<file path="src/rtl/rtc_pkg.sv">
// Shared constants, state encoding and BCD validity helper for the
// real-time clock controller.
package rtc_pkg;

  localparam int TIME_W = 22;

  // LSB positions of each packed BCD field (hour tens is 2 bits wide).
  localparam int HR_T  = 20;
  localparam int HR_U  = 16;
  localparam int MIN_T = 12;
  localparam int MIN_U = 8;
  localparam int SEC_T = 4;
  localparam int SEC_U = 0;

  localparam logic [1:0] HR_T_MAX    = 2'd2;
  localparam logic [3:0] HR_U_MAX    = 4'd9;
  localparam logic [3:0] HR_U_MAX_20 = 4'd3;
  localparam logic [3:0] MS_T_MAX    = 4'd5;
  localparam logic [3:0] DIGIT_MAX   = 4'd9;

  typedef enum logic [1:0] {
    STOPPED = 2'd0,
    RUN     = 2'd1,
    COMMIT  = 2'd2
  } rtc_state_e;

  function automatic logic bcd_valid(input logic [TIME_W-1:0] t);
    logic [1:0] ht;
    logic [3:0] hu, mt, mu, st, su;
    ht = t[HR_T +: 2];
    hu = t[HR_U +: 4];
    mt = t[MIN_T +: 4];
    mu = t[MIN_U +: 4];
    st = t[SEC_T +: 4];
    su = t[SEC_U +: 4];
    return (ht <= HR_T_MAX) &&
           (hu <= ((ht == HR_T_MAX) ? HR_U_MAX_20 : HR_U_MAX)) &&
           (mt <= MS_T_MAX) && (mu <= DIGIT_MAX) &&
           (st <= MS_T_MAX) && (su <= DIGIT_MAX);
  endfunction

endpackage

</file>
<file path="src/rtl/rtc_ctrl_if.sv">
// Host/config side signal bundle for rtc_ctrl; master = host, slave = controller.
interface rtc_ctrl_if;

  logic                       run_en;
  logic                       set_valid;
  logic                       set_ready;
  logic [rtc_pkg::TIME_W-1:0] set_time;
  logic                       alarm_wr;
  logic [rtc_pkg::TIME_W-1:0] alarm_time;
  logic                       alarm_en;
  logic                       alarm_clr;
  logic [rtc_pkg::TIME_W-1:0] time_out;
  logic                       sec_tick;
  logic                       alarm_irq;
  logic                       alarm_pending;
  logic                       set_err;

  modport master (
    output run_en, set_valid, set_time, alarm_wr, alarm_time, alarm_en, alarm_clr,
    input  set_ready, time_out, sec_tick, alarm_irq, alarm_pending, set_err
  );

  modport slave (
    input  run_en, set_valid, set_time, alarm_wr, alarm_time, alarm_en, alarm_clr,
    output set_ready, time_out, sec_tick, alarm_irq, alarm_pending, set_err
  );

endinterface

</file>
<file path="src/rtl/rtc_bcd_next.sv">
// Combinational next-second increment of a packed BCD HH:MM:SS value,
// plus a validity flag for the input value.
module rtc_bcd_next
  import rtc_pkg::*;
(
  input  logic [TIME_W-1:0] i_time,
  output logic [TIME_W-1:0] o_next,
  output logic              o_valid
);

  logic [1:0] w_ht;
  logic [3:0] w_hu, w_mt, w_mu, w_st, w_su;

  always_comb begin
    w_ht = i_time[HR_T +: 2];
    w_hu = i_time[HR_U +: 4];
    w_mt = i_time[MIN_T +: 4];
    w_mu = i_time[MIN_U +: 4];
    w_st = i_time[SEC_T +: 4];
    w_su = i_time[SEC_U +: 4];

    // Ripple carry digit by digit; each level only runs when the one below wrapped.
    if (w_su != DIGIT_MAX) begin
      w_su = w_su + 4'd1;
    end else begin
      w_su = '0;
      if (w_st != MS_T_MAX) begin
        w_st = w_st + 4'd1;
      end else begin
        w_st = '0;
        if (w_mu != DIGIT_MAX) begin
          w_mu = w_mu + 4'd1;
        end else begin
          w_mu = '0;
          if (w_mt != MS_T_MAX) begin
            w_mt = w_mt + 4'd1;
          end else begin
            w_mt = '0;
            if ((w_ht == HR_T_MAX) && (w_hu == HR_U_MAX_20)) begin
              w_ht = '0;
              w_hu = '0;
            end else if (w_hu == HR_U_MAX) begin
              w_hu = '0;
              w_ht = w_ht + 2'd1;
            end else begin
              w_hu = w_hu + 4'd1;
            end
          end
        end
      end
    end

    o_next  = {w_ht, w_hu, w_mt, w_mu, w_st, w_su};
    o_valid = bcd_valid(i_time);
  end

endmodule

</file>
<file path="src/rtl/rtc_ctrl.sv">
// Real-time clock sequencing controller: prescaled second ticks, host
// set-time loads with BCD checking, and a tick-driven alarm match.
module rtc_ctrl
  import rtc_pkg::*;
#(
  parameter int TICK_DIV = 50000000
) (
  input  logic       clk,
  input  logic       reset_n,
  rtc_ctrl_if.slave  bus
);

  localparam int          PW      = $clog2(TICK_DIV);
  localparam logic [PW-1:0] PRE_MAX = PW'(TICK_DIV - 1);

  rtc_state_e        r_state, w_state_nxt;
  logic [PW-1:0]     r_pre;
  logic [TIME_W-1:0] r_time;
  logic [TIME_W-1:0] r_alarm;
  logic              r_sec_tick;
  logic              r_alarm_irq;
  logic              r_alarm_pending;
  logic              r_set_err;

  logic [TIME_W-1:0] w_next_time;
  logic              w_cur_valid;
  logic              w_set_ready;
  logic              w_accept;
  logic              w_set_ok;
  logic              w_set_bad;
  logic              w_alarm_ok;
  logic              w_alarm_bad;
  logic              w_count;
  logic              w_wrap;
  logic              w_match;

  rtc_bcd_next u_next (
    .i_time  (r_time),
    .o_next  (w_next_time),
    .o_valid (w_cur_valid)
  );

  // The prescaler advances whenever run_en is high outside COMMIT, so the
  // STOPPED->RUN transition cycle already counts toward the first second.
  always_comb begin
    w_set_ready = (r_state != COMMIT);
    w_accept    = bus.set_valid & w_set_ready;
    w_set_ok    = w_accept & bcd_valid(bus.set_time);
    w_set_bad   = w_accept & ~bcd_valid(bus.set_time);
    w_alarm_ok  = bus.alarm_wr & bcd_valid(bus.alarm_time);
    w_alarm_bad = bus.alarm_wr & ~bcd_valid(bus.alarm_time);
    w_count     = bus.run_en & (r_state != COMMIT);
    w_wrap      = w_count & (r_pre == PRE_MAX);
    w_match     = r_sec_tick & bus.alarm_en & (r_time == r_alarm);
  end

  always_ff @(posedge clk or negedge reset_n) begin
    if (!reset_n) r_state <= STOPPED;
    else          r_state <= w_state_nxt;
  end

  always_comb begin
    w_state_nxt = r_state;
    if (w_set_ok) begin
      w_state_nxt = COMMIT;
    end else begin
      case (r_state)
        STOPPED: if (bus.run_en)  w_state_nxt = RUN;
        RUN:     if (!bus.run_en) w_state_nxt = STOPPED;
        COMMIT:  w_state_nxt = bus.run_en ? RUN : STOPPED;
        default: w_state_nxt = STOPPED;
      endcase
    end
  end

  always_ff @(posedge clk or negedge reset_n) begin
    if (!reset_n) begin
      r_pre           <= '0;
      r_time          <= '0;
      r_alarm         <= '0;
      r_sec_tick      <= 1'b0;
      r_alarm_irq     <= 1'b0;
      r_alarm_pending <= 1'b0;
      r_set_err       <= 1'b0;
    end else begin
      r_sec_tick  <= 1'b0;
      r_alarm_irq <= w_match;
      r_set_err   <= w_set_bad | w_alarm_bad;

      // An accepted set pre-empts a coincident wrap; that tick is dropped.
      if (w_set_ok) begin
        r_time <= bus.set_time;
        r_pre  <= '0;
      end else if (w_wrap) begin
        r_pre      <= '0;
        r_time     <= w_cur_valid ? w_next_time : '0;
        r_sec_tick <= 1'b1;
      end else if (w_count) begin
        r_pre <= r_pre + PW'(1);
      end

      if (w_alarm_ok) r_alarm <= bus.alarm_time;

      if (w_match)            r_alarm_pending <= 1'b1;
      else if (bus.alarm_clr) r_alarm_pending <= 1'b0;
    end
  end

  assign bus.set_ready     = w_set_ready;
  assign bus.time_out      = r_time;
  assign bus.sec_tick      = r_sec_tick;
  assign bus.alarm_irq     = r_alarm_irq;
  assign bus.alarm_pending = r_alarm_pending;
  assign bus.set_err       = r_set_err;

endmodule

</file>
<file path="src/flat_wrapper.sv">
// flat-port wrapper written by rule: the top's interface ports become plain ports
module rtc_ctrl_flat import rtc_pkg::*;
#(
  parameter int TICK_DIV = 50000000
)
  (clk, reset_n, bus_run_en, bus_set_valid, bus_set_time, bus_alarm_wr, bus_alarm_time, bus_alarm_en, bus_alarm_clr, bus_set_ready, bus_time_out, bus_sec_tick, bus_alarm_irq, bus_alarm_pending, bus_set_err);
  rtc_ctrl_if bus_i ();
  input  logic clk;
  input  logic reset_n;
  input wire logic [$bits(bus_i.run_en)-1:0] bus_run_en;
  input wire logic [$bits(bus_i.set_valid)-1:0] bus_set_valid;
  input wire logic [$bits(bus_i.set_time)-1:0] bus_set_time;
  input wire logic [$bits(bus_i.alarm_wr)-1:0] bus_alarm_wr;
  input wire logic [$bits(bus_i.alarm_time)-1:0] bus_alarm_time;
  input wire logic [$bits(bus_i.alarm_en)-1:0] bus_alarm_en;
  input wire logic [$bits(bus_i.alarm_clr)-1:0] bus_alarm_clr;
  output wire logic [$bits(bus_i.set_ready)-1:0] bus_set_ready;
  output wire logic [$bits(bus_i.time_out)-1:0] bus_time_out;
  output wire logic [$bits(bus_i.sec_tick)-1:0] bus_sec_tick;
  output wire logic [$bits(bus_i.alarm_irq)-1:0] bus_alarm_irq;
  output wire logic [$bits(bus_i.alarm_pending)-1:0] bus_alarm_pending;
  output wire logic [$bits(bus_i.set_err)-1:0] bus_set_err;
  assign bus_i.run_en = bus_run_en;
  assign bus_i.set_valid = bus_set_valid;
  assign bus_i.set_time = bus_set_time;
  assign bus_i.alarm_wr = bus_alarm_wr;
  assign bus_i.alarm_time = bus_alarm_time;
  assign bus_i.alarm_en = bus_alarm_en;
  assign bus_i.alarm_clr = bus_alarm_clr;
  assign bus_set_ready = bus_i.set_ready;
  assign bus_time_out = bus_i.time_out;
  assign bus_sec_tick = bus_i.sec_tick;
  assign bus_alarm_irq = bus_i.alarm_irq;
  assign bus_alarm_pending = bus_i.alarm_pending;
  assign bus_set_err = bus_i.set_err;
  rtc_ctrl #(.TICK_DIV(TICK_DIV)) u_core (.clk(clk), .reset_n(reset_n), .bus(bus_i));
endmodule
</file>
<file path="config.mk">
export PLATFORM = sky130hd
export DESIGN_NAME = rtc_ctrl_flat
export DESIGN_NICKNAME = d
export VERILOG_FILES = /design/src/rtl/rtc_pkg.sv /design/src/rtl/rtc_ctrl_if.sv /design/src/rtl/rtc_bcd_next.sv /design/src/rtl/rtc_ctrl.sv /design/src/flat_wrapper.sv
export SDC_FILE = /design/constraint.sdc
export NUM_CORES = 1
export LEC_CHECK = 0
export BUFFER_PORTS_ARGS = -buffer_cell sky130_fd_sc_hd__buf_2
export CAP_MARGIN = 25
export CORE_ASPECT_RATIO = 0.5
export CORE_UTILIZATION = 51
export CTS_CLUSTER_SIZE = 8
export DETAILED_ROUTE_END_ITERATION = 12
export GPL_TIMING_DRIVEN = 0
export PLACE_DENSITY = 0.82
export SLEW_MARGIN = 20
export SYNTH_ARGS = -nofsm -noshare
export SYNTH_HDL_FRONTEND = slang
export SYNTH_SLANG_ARGS = --single-unit
</file>
<file path="constraint.sdc">
create_clock -name clk -period 2.4 [get_ports clk]
set_input_delay 0.24 -clock clk [delete_from_list [all_inputs] [get_ports clk]]
set_output_delay 0.24 -clock clk [all_outputs]
set_load 0.005 [all_outputs]
</file>
=== Word-level counts from Yosys, hierarchy flattened ===
Index checks and enable logic that the tools add are counted.

* $add $sub $neg: 7
* Multipliers: 0
* Div/mod/pow operators: 0
* Order comparisons: 18
* Eq/ne operators: 21
* Shift-type cells: 0
* Muxes and demuxes: 40
* Bitwise logic cells: 12
* Reductions and logical operators: 26

{| class="wikitable"
|+ Operators by type and width
! cell !! count
|-
| $mux 26 || 3
|-
| $mux 4 || 19
|-
| $mux 22 || 3
|-
| $add 26x1->26 const B || 1
|-
| $eq 26x26->1 const B || 1
|-
| $le 4x3->1 const B || 6
|-
| $le 4x4->1 const B || 6
|-
| $eq 22x22->1 || 1
|-
| $add 4x1->4 const B || 5
|-
| $mux 2 || 9
|-
| $logic_and 1x1->1 || 16
|-
| $le 4x4->1 || 3
|-
| $ne 3x3->1 const B || 4
|-
| $ne 4x4->1 const B || 3
|-
| $and 1x1->1 || 9
|-
| $eq 2x2->1 const B || 4
|-
| $ne 4x3->1 const B || 2
|-
| $le 2x2->1 const B || 3
|-
| $ne 3x2->1 const B || 2
|-
| $pmux 2 s3 || 1
|-
| $reduce_and 6->1 || 1
|-
| $mux 1 || 5
|-
| $reduce_and 5->1 || 1
|-
| $eq 4x2->1 const B || 1
|-
| other kinds (12) || 15
|}

* Flip-flop bits (word level): 76
* Bits in latches: 0
* RAM bits: 0
* Memory bits (read-only): 0
* Word-level logic and storage cells: 137
* Memories kept: 0

=== Depth between registers and ports, before layout ===
* Depth in word-level cells: 11
* Depth in mapped cells: 11
* Mapped depth without buffers: 10

=== Modules after synthesis ===
Synthesis repeated with hierarchy kept, for this count alone.

* Cells, all modules: 499
* Area total of the unflattened synthesis: 4,899.7 sq um

{| class="wikitable"
|+ By module, submodules not included
! module !! times used !! cells an instance !! area an instance (sq um) !! seq. area each (sq um)
|-
| rtc_ctrl || 1 || 404 || 4,221.5 || 1,901.8
|-
| rtc_bcd_next || 1 || 95 || 678.2 || 0.0
|}

=== Worst setup path after synthesis ===
OpenSTA, ideal clock, no wires.

* Kind: reg-to-reg
* From: register u_core.r_pre[0]
* To: register u_core.r_time[9] (netlist: u_core.bus.time_out[9])
* Library setup time: 0.082 ns
* Arrival time: 2.323 ns
* Data required time: 2.318 ns
* Slack: -0.005 ns
* Cell stages (with the launch flop): 8
* Cell sequence: dfrtp_1 -> ha_1 -> nand3_2 -> or4b_4 -> or3_1 -> buf_6 -> or4_1 -> a31oi_1

* Cells in the longest elaborated chain, start to end: 4

{| class="wikitable"
|+ RTL lines
! item !! RTL line !! RTL
|-
| start: declaration || rtc_ctrl.sv:17 || <nowiki>logic [PW-1:0] r_pre;</nowiki>
|-
| start signal: assignment || rtc_ctrl.sv:99 || <nowiki>r_pre <= r_pre + PW'(1);</nowiki>
|-
| $eq 26x26->1 || rtc_ctrl.sv:53 || <nowiki>w_wrap = w_count & (r_pre == PRE_MAX);</nowiki>
|-
| $and 1x1->1 || rtc_ctrl.sv:53 ||
|-
| $reduce_bool 2->1 (no line) || -- ||
|-
| $reduce_and 3->1 (no line) || -- ||
|-
| end signal: assignment || rtc_ctrl.sv:92 || <nowiki>r_time <= bus.set_time;</nowiki>
|-
| end signal: assignment || rtc_ctrl.sv:96 || <nowiki>r_time <= w_cur_valid ? w_next_time : '0;</nowiki>
|-
| end: declaration || rtc_ctrl.sv:18 || <nowiki>logic [TIME_W-1:0] r_time;</nowiki>
|}

No other way between the ends.
A chain may end at the register's enable or synchronous reset.

=== Worst setup path after layout ===
* From: register u_core.r_pre[0]
* To: register u_core.r_time[12] (netlist: u_core.bus.time_out[12])

* Cells in the longest elaborated chain, start to end: 4

{| class="wikitable"
|+ RTL lines
! item !! RTL line
|-
| $eq 26x26->1 || rtc_ctrl.sv:53
|-
| $and 1x1->1 || rtc_ctrl.sv:53
|-
| $reduce_bool 2->1 (no line) || --
|-
| $reduce_and 4->1 (no line) || --
|}

No other way between the ends.

==> reports/qor.yml <==
synth:
  synth_area_leader_cell: "dfrtp_1"
  syn_avg_cell_area_sq_um: 9.379
  yosysSeqAreaShare_pct: 43.15
  synth_compound_area_share_pct: 11.33
  synth-edff-count: 0
  netlist.area_leader.share_pct: 43.15
  synth-xor-area-share_pct: 8.146
  synth_top_cells_by_area: "dfrtp_1 43%, xor2_1 7.2%, mux2_2 5.9%, nor2_1 3.8%, nand4_1 3.0%"
  synthArstFlopShare_pct: 100.0
  syn-instance-count: 470
  synthSimpleGateAreaFrac_pct: 24.50
  synth_cell_types: 55
  synth_top_family_by_area: "simple AND/OR/NAND/NOR gates"
  ys_warn_count: 0
  synthAdderAreaFrac_pct: 2.555
  synth_mux_area_share_pct: 6.784
  syn-num-nets: 530
  netlist_area_sq_mm: 0.004408
  synth_ff_type: "dfrtp_1"
  ys_seq_elements: 76
power:
  power_density_mw_per_mm2: 712.5
  ir_drop_mv: 0.4343
  leakage_nw: 2.610
layout:
  fin_nets: 631
  fillers: 637
  drive_gt1_share_pct: 28.57
  area_growth_pct: 24.10
  diodes: 0
sta:
  final.setup.tns_ps: 0
  worstMarginPinSlew_ps: 698.0
  fmax_ghz: 0.4257
  setup_viol: 0
  fin_worst_skew_ps: 6.007
  worst_hold_slack_ps: 118.1
  finalCritPeriodShare_pct: 97.88
  maxSlewHeadroom_pct: 53.19
  maxSlewViolCount: 0
  fin_crit_ps: 2349
  hold_viol: 0
floorplanning:
  fp.coreArea_sq_mm: 0.008173
  die_area_sq_mm: 0.009042
  std_cell_rows: 23
  die_w_microns: 133.5
  start_util_pct: 53.93
  num_io_pins: 78
  chipHeight_microns: 67.74
worst_setup_path:
  r2r_slack_ps: 50
  crit_path_end_kind: "register"
  cp_data_required_time_ps: 2670
  cp.depth: 8
  cp_slowest_cell: "or4b_4"
  worst_r2r_path_depth: 8
  cp_num_buf_inv: 1
  reg2reg_from: "u_core.r_pre[0]"
  critPathKind: "register to register"
  crit_arrival_ps: 2620
  worstPathMaxFanout: 4
  cpPeakStageDelay_ps: 520
  worst_r2r_endpoint: "u_core.bus.time_out[12]"
  path_delay_family: "simple AND/OR/NAND/NOR gates"
  crit_path_start_kind: "register"
  crit_chain: "ha_4 > nand3_4 > or4b_4 > or3_4 > buf_4 > nor4_2 > o21ai_1 > a21oi_1"
drt:
  drtIter0Drc: 401
  vias_per_cell: 6.035
  routed_wl_microns: 11870
  post-route-drc-count: 0
  first_pass_iters: 6
  via_count: 4140
  antenna_left: 0
  wl_per_cell_microns: 17.30
clock_network:
  cts_tree: "yes"
  cts-root-buf: "clkbuf_16"
  clockBufferDepth: 2
  worstSkewPairLatency_ps: 340
  clk_pin_slew_ps: 60
  numCtsBuffers: 9
  h-tree-depth: 3
  cts.sink_count: 76
min_path:
  hold_end: "u_core.bus.time_out[11]"
  min_from: "bus_set_time[11]"
  min_path_cells: 3
  min_path_type: "input port to register"
placed_design:
  place_hpwl_microns: 8135
  gp_congestion: 0.8630
  portBuffers: 77
grt:
  grt_overflow: 0
  grt_pass1_vias: 3882
  grt_pass1_wl_microns: 18630
  grt_max_degree: 58
  grt_use_total_pct: 26.88
  antenna_found_initial: 0
job:
  drv_cap: 0
outcome:
  status: "complete, no violations"
routing by layer:
metal  global-route usage (%)  vias to the layer above  routed length, microns
met5                        0                        -                       0
met4                    10.51                        0                     316
met2                    44.01                      205                    5585
met3                    5.556                       30                     833
met1                    35.54                     2005                    5135
li1                         -                     1900                       -
area by class of cell:
type / count / area, sq um / area share (%)
timing repair buffer: 94 / 541.8 / 9.904
multi-input combinational: 357 / 2491 / 45.54
clock inverter: 3 / 15.01 / 0.2745
sequential: 76 / 1903 / 34.79
buffer: 21 / 91.34 / 1.670
inverter: 12 / 45.04 / 0.8234
clock buffer: 11 / 242.7 / 4.437
tap: 112 / 140.1 / 2.562
report_power, final:
| group | internal (W) | total (W) | switching [W] |
|---|---|---|---|
| Sequential | 0.00147 | 0.00172 | 0.000257 |
| Clock | 0.000711 | 0.00122 | 0.000510 |
| Combinational | 0.000473 | 0.000953 | 0.000481 |
| Total | 0.00265 | 0.00390 | 0.00125 |
worst max path at each step:
stage	from	end	slack, ps
floorplan	u_core.r_pre[0]	u_core.bus.time_out[9]	10
global placement	u_core.r_pre[0]	u_core.bus.time_out[21]	-340
detailed placement	u_core.bus.time_out[20]	u_core.bus.time_out[21]	-350
CTS	u_core.r_pre[0]	u_core.r_pre[17]	3
global route	u_core.r_pre[0]	u_core.bus.time_out[12]	-10
finish	u_core.r_pre[0]	u_core.bus.time_out[12]	50
flip-flops by register name, summed over array words and instances (netlist names):
name                      cells
u_core.r_pre                 26
u_core.bus.time_out          22
u_core.bus.set_err            1
u_core.r_alarm               22
u_core.bus.sec_tick           1
u_core.bus.alarm_pending      1
u_core.bus.alarm_irq          1
u_core.r_state                2
stage by stage:
stage / cells / area (sq um) / setup slack, ps / utilization (%) / total power [W]
finish: 686 / 5470 / 50.97 / 66.93 / 0.003897
floorplan: 470 / 4408 / 10.18 / - / 0.002218
CTS: 685 / 5356 / 2.813 / 65.54 / 0.003852
global route: 686 / 5470 / -9.512 / 66.93 / 0.004078
global placement: 659 / 4933 / -339.9 / 60.36 / 0.002518
detailed placement: 660 / 4964 / -345.7 / 60.73 / 0.002565
synthesized netlist by cell type, drive strengths merged, types with 5 or more instances:
cell and count:
buf 6, and3 12, a21oi 19, nand2 31, and2 6, nor3 17, xnor2 5, a31oi 6
mux2 23, ha 9, xor2 36, nor4 10, clkbuf 19, nand4 21, dfrtp 76, o21ai 23
nand3 25, inv 12, nor2 45, a21o 7
timing repair:
action | 4_1_cts | 5_1_grt
endpoints found under the setup margin | 32 | 34
hold buffers | 1 | 0
pin swaps | 9 | 9
endpoints found under the hold margin | 19 | 0
buffers inserted | 11 | 4
resized for setup | 13 | 28
cells by family after synthesis:
kind of cell / Yosys count
flip-flops: 76
AO/OA/AOI/OAI: 79
buffers and inverters: 37
XOR/XNOR: 41
AND/OR/NAND/NOR: 201
adder cells (fa/ha/maj): 9
multiplexers: 27
worst min-delay path: stages:
cell     delay [ps]
buf_2            90
nand2_1          50
nand3_1          50
cells in the final DEF (no fill, tap or decap), types with 7 or more instances in the layout:
cell	n
clkbuf_1	14
a21o_1	7
mux2_2	23
and3_1	12
nand4_1	21
clkbuf_16	9
nand3_1	24
nor3_1	13
nand2_1	29
inv_1	12
nor2_1	41
xor2_1	36
buf_4	16
ha_1	7
a21oi_1	18
buf_2	77
dfrtp_1	75
o21ai_0	21
(Power assumes the default switching activity.)
